$ cat config.mk
export PLATFORM = sky130hd
export DESIGN_NAME = button_debouncer
export DESIGN_NICKNAME = d
export VERILOG_FILES = /design/src/rtl/button_debouncer.sv
export SDC_FILE = /design/constraint.sdc
export NUM_CORES = 1
export LEC_CHECK = 0
export CORE_ASPECT_RATIO = 0.6
export CORE_MARGIN = 2
export CORE_UTILIZATION = 50
export CTS_BUF_LIST = sky130_fd_sc_hd__clkbuf_16
export DETAILED_ROUTE_END_ITERATION = 10
export PLACE_DENSITY_LB_ADDON = 0.3
export SYNTH_ARGS = -nofsm -noshare
export SYNTH_HDL_FRONTEND = slang
export SYNTH_SLANG_ARGS = --single-unit
$ cat constraint.sdc
create_clock -name clk -period 3.4 [get_ports clk]
set_input_delay 0.68 -clock clk [delete_from_list [all_inputs] [get_ports clk]]
set_output_delay 0.68 -clock clk [all_outputs]
set_load 0.02 [all_outputs]
$ cat src/rtl/button_debouncer.sv
// button_debouncer: per-channel two-flop synchronizer followed by a
// consecutive-cycle debounce filter with a registered output level.
module button_debouncer #(
    parameter int NUM_BTN         = 4,
    parameter int DEBOUNCE_CYCLES = 16
) (
    input  logic               clk,
    input  logic               nrst,
    input  logic [NUM_BTN-1:0] btn_raw,
    output logic [NUM_BTN-1:0] button_sync,
    output logic [NUM_BTN-1:0] bouncing
);

    localparam int CW = $clog2(DEBOUNCE_CYCLES + 1);
    localparam logic [CW-1:0] CNT_LAST = CW'(DEBOUNCE_CYCLES - 1);

    logic [NUM_BTN-1:0] s1_q;
    logic [NUM_BTN-1:0] s2_q;

    always_ff @(posedge clk or negedge nrst) begin
        if (!nrst) begin
            s1_q <= '0;
            s2_q <= '0;
        end else begin
            s1_q <= btn_raw;
            s2_q <= s1_q;
        end
    end

    for (genvar i = 0; i < NUM_BTN; i++) begin : g_ch
        logic [CW-1:0] cnt_q;
        logic [CW-1:0] cnt_d;
        logic          stable_q;
        logic          stable_d;

        // Any cycle of agreement drops the count back to zero.
        always_comb begin
            cnt_d    = '0;
            stable_d = stable_q;
            if (s2_q[i] != stable_q) begin
                if (cnt_q == CNT_LAST) begin
                    stable_d = s2_q[i];
                end else begin
                    cnt_d = cnt_q + 1'b1;
                end
            end
        end

        always_ff @(posedge clk or negedge nrst) begin
            if (!nrst) begin
                cnt_q    <= '0;
                stable_q <= 1'b0;
            end else begin
                cnt_q    <= cnt_d;
                stable_q <= stable_d;
            end
        end

        assign button_sync[i] = stable_q;
        assign bouncing[i]    = (cnt_q != '0);
    end

endmodule

==> flow_metrics.env <==
export IMPL_drive_gt1_frac=0.09524
export IMPL_worstPathMaxFanout=4
export IMPL_wl_um=1839
export IMPL_peakVddDrop_v=0.0003890
export IMPL_cp_endpoint="bouncing[1]"
export IMPL_hold_buffers=0
export IMPL_ys_ff_latch=32
export IMPL_synth_simple_area_share=0.1504
export IMPL_dp_hpwl_um=1289
export IMPL_ys_warn_count=0
export IMPL_power_frac_seq=0.462
export IMPL_placed_cell_area_mm2=0.001479
export IMPL_fin_setup_tns_ps=0
export IMPL_hold_class="flop to flop"
export IMPL_drcViolationCount=0
export IMPL_final_area_mm2=0.001618
export IMPL_p_per_area_mw_per_mm2=550.3
export IMPL_post_place_cells=150
export IMPL_first_global_vias=756
export IMPL_r2r_end="g_ch[1].stable_q"
export IMPL_crit_required_ps=2720
export IMPL_first_pass_iters=4
export IMPL_synthMuxAreaShare=0.03383
export IMPL_synth_top_family_by_area="simple AND/OR/NAND/NOR gates"
export IMPL_ys_seq_area_frac=0.6015
export IMPL_clk_latency_ps=270
export IMPL_num_vias=764
export IMPL_total_leakage_power_nw=0.8359
export IMPL_yosys_top_cells_area="dfrtp_1 (60%), xor2_1 (7.9%), ha_1 (7.5%)"
export IMPL_wl_per_cell_um=11.64
export IMPL_finalSetupViolations=0
export IMPL_timing_final_crit_share=0.7534
export IMPL_syn_avg_cell_area_um2=12.33
export IMPL_period_needed_ps=2562
export IMPL_cts_inserted_buffers=5
export IMPL_gr_usage_all_layers=0.1554
export IMPL_hold_viol=0
export IMPL_reg2reg_depth=4
export IMPL_nets=139
export IMPL_setup_slack_ps=838.4
export IMPL_critPathLaunchType="flop"
export IMPL_clkTransAtPathRegs_ps=50
export IMPL_fmaxAchievable_mhz=390.4
export IMPL_area_growth_pct=21.52
export IMPL_io_pins=14
export IMPL_slew_headroom=0.7450
export IMPL_synth_top_area_frac=0.6015
export IMPL_seq_area_um2=800.8
export IMPL_drt_antenna_violating_nets=0
export IMPL_vias_per_cell=4.835
export IMPL_crit_type="flop to output pin"
export IMPL_globalplace_congestion=0.7628
export IMPL_r2r_start="g_ch[1].cnt_q[0]"
export IMPL_first_iter_violations=72
export IMPL_syn_inst=108
export IMPL_die_area_mm2=0.003105
export IMPL_yosysTopAreaCell="dfrtp_1"
export IMPL_ctsResizeCount=0
export IMPL_reg2reg_slack_ps=2100
export IMPL_fp_dieW_um=70.62
export IMPL_grt_antenna_before_repair=0
export IMPL_p_sw_frac=0.2157
export IMPL_die_y_um=43.97
export IMPL_num_rows=14
export IMPL_multi_input_area_um2=470.5
export IMPL_cap_violations=0
export IMPL_pre_cts_ws_ps=1130
export IMPL_synth_compound_area_share=0.01504
export IMPL_outcome="complete, no violations"
export IMPL_post_cts_setup_buffers=0
export IMPL_start_util=0.5278
export IMPL_p_clk_frac=0.458
export IMPL_net_switching_power_w=0.0001920
export IMPL_drv_slew=0
export IMPL_ys_types=12
export IMPL_cts_tree="built"
export IMPL_netlist_area_mm2=0.001331
export IMPL_port_buffer_count=13
export IMPL_clockRootBuffer="clkbuf_16"
export IMPL_core_mm2=0.002522
export IMPL_grt_max_degree=33
export IMPL_syn_nets=122
export IMPL_cts_max_path_buffers=2
export IMPL_crit_start="g_ch[1].cnt_q[0]"
export IMPL_ctsHtreeMaxLevel=2
export IMPL_fillers=193
export IMPL_finClkSkew_ps=4.846
export IMPL_rsz0062_at_grt="false"
export IMPL_antenna_cells=0
export IMPL_p_comb_frac=0.079
export IMPL_grt_first_pass_wirelength_um=3367
export IMPL_end_kind="output pin"
export IMPL_worst_pin_slew_ps=382.6
export IMPL_synth_fa_ha_area_frac=0.07519
export IMPL_p_int_w=0.0006983
export IMPL_gr_total_overflow=0
export IMPL_cts_sinks=32
export IMPL_finalNonFillerCells=158
export IMPL_arrival_ps=1880
export IMPL_synth_xor_area_frac=0.07895
cell type report:
type	instances	area share
repair buffers	14	0.08507
multi-input cells	64	0.2908
flip-flops and latches	32	0.4950
inverters	8	0.01856
clock buffers	5	0.07734
well taps	32	0.02475
clock inverters	3	0.008507
registers in the layout, summed over array words and instances, names as in the netlist:
register,flops
s2_q,4
g_ch.cnt_q,20
g_ch.stable_q,4
s1_q,4
metrics by stage:
stage / utilization / power [W] / hold slack, ps
final: 0.6414 / 0.0008903 / 344.7
after CTS: 0.6414 / 0.0009052 / 345.6
after global placement: 0.5863 / 0.0004868 / 331.1
after detailed placement: 0.5863 / 0.0004892 / 334.7
after global routing: 0.6414 / 0.0009315 / 353.5
after floorplan: - / 0.0004532 / 331.2
critical path: stages, from the launching register on:
cell	delay, ps
dfrtp_1	410
inv_1	70
ha_1	130
or4b_1	440
clkdlybuf4s50_1	560
worst min path at each step:
stage / from / endpoint / cells past startpoint
final: s1_q[0] / s2_q[0] / 0
after CTS: s1_q[0] / s2_q[0] / 0
after detailed placement: s1_q[0] / s2_q[0] / 0
after global routing: s1_q[1] / s2_q[1] / 0
after floorplan: s1_q[0] / s2_q[0] / 0
after global placement: s1_q[0] / s2_q[0] / 0
cell usage in the layout, fill, tap and decap left out:
master,count
and3_1,4
ha_1,8
nand3_1,8
clkdlybuf4s50_1,13
and2_1,8
nor2_1,12
clkinv_2,2
buf_4,1
dfrtp_1,32
or4b_1,4
mux2_2,4
clkinv_1,1
o21ai_0,4
inv_1,8
clkbuf_16,5
xor2_1,12
layer usage:
| layer | share of wire | wire length [um] | global-route usage |
|---|---|---|---|
| met2 | 0.41 | 760 | 0.1962 |
| met4 | 0.035 | 65 | 0.1245 |
| met1 | 0.49 | 903 | 0.2122 |
| met5 | 0 | 0 | 0 |
| met3 | 0.059 | 109 | 0.06047 |
power groups by stage:
stage	combinational [W]	sequential [W]	clock, W
3_5_place_dp	0.0000716	0.000418	0
2_1_floorplan	0.0000387	0.000414	0
6_report	0.0000707	0.000412	0.000408
5_1_grt	0.0000810	0.000414	0.000437
4_1_cts	0.0000722	0.000412	0.000421
3_3_place_gp	0.0000703	0.000416	0
synthesized netlist by cell type:
library cell / count
and3_1: 4
o21ai_0: 4
dfrtp_1: 32
and2_1: 8
ha_1: 8
inv_1: 8
nand3_1: 8
mux2_2: 4
xor2_1: 12
or4b_1: 4
buf_4: 4
nor2_1: 12
cells by family (layout without fill, tap and decap cells):
family	count (synthesis)	count (layout)
and+or+nand+nor	36	36
DFF	32	32
xor gates and xnor gates	12	12
buffers and inverters	12	30
adders and majority gates	8	8
AOI/OAI and AO/OA	4	4
muxes	4	4
(Power assumes the default switching activity.)
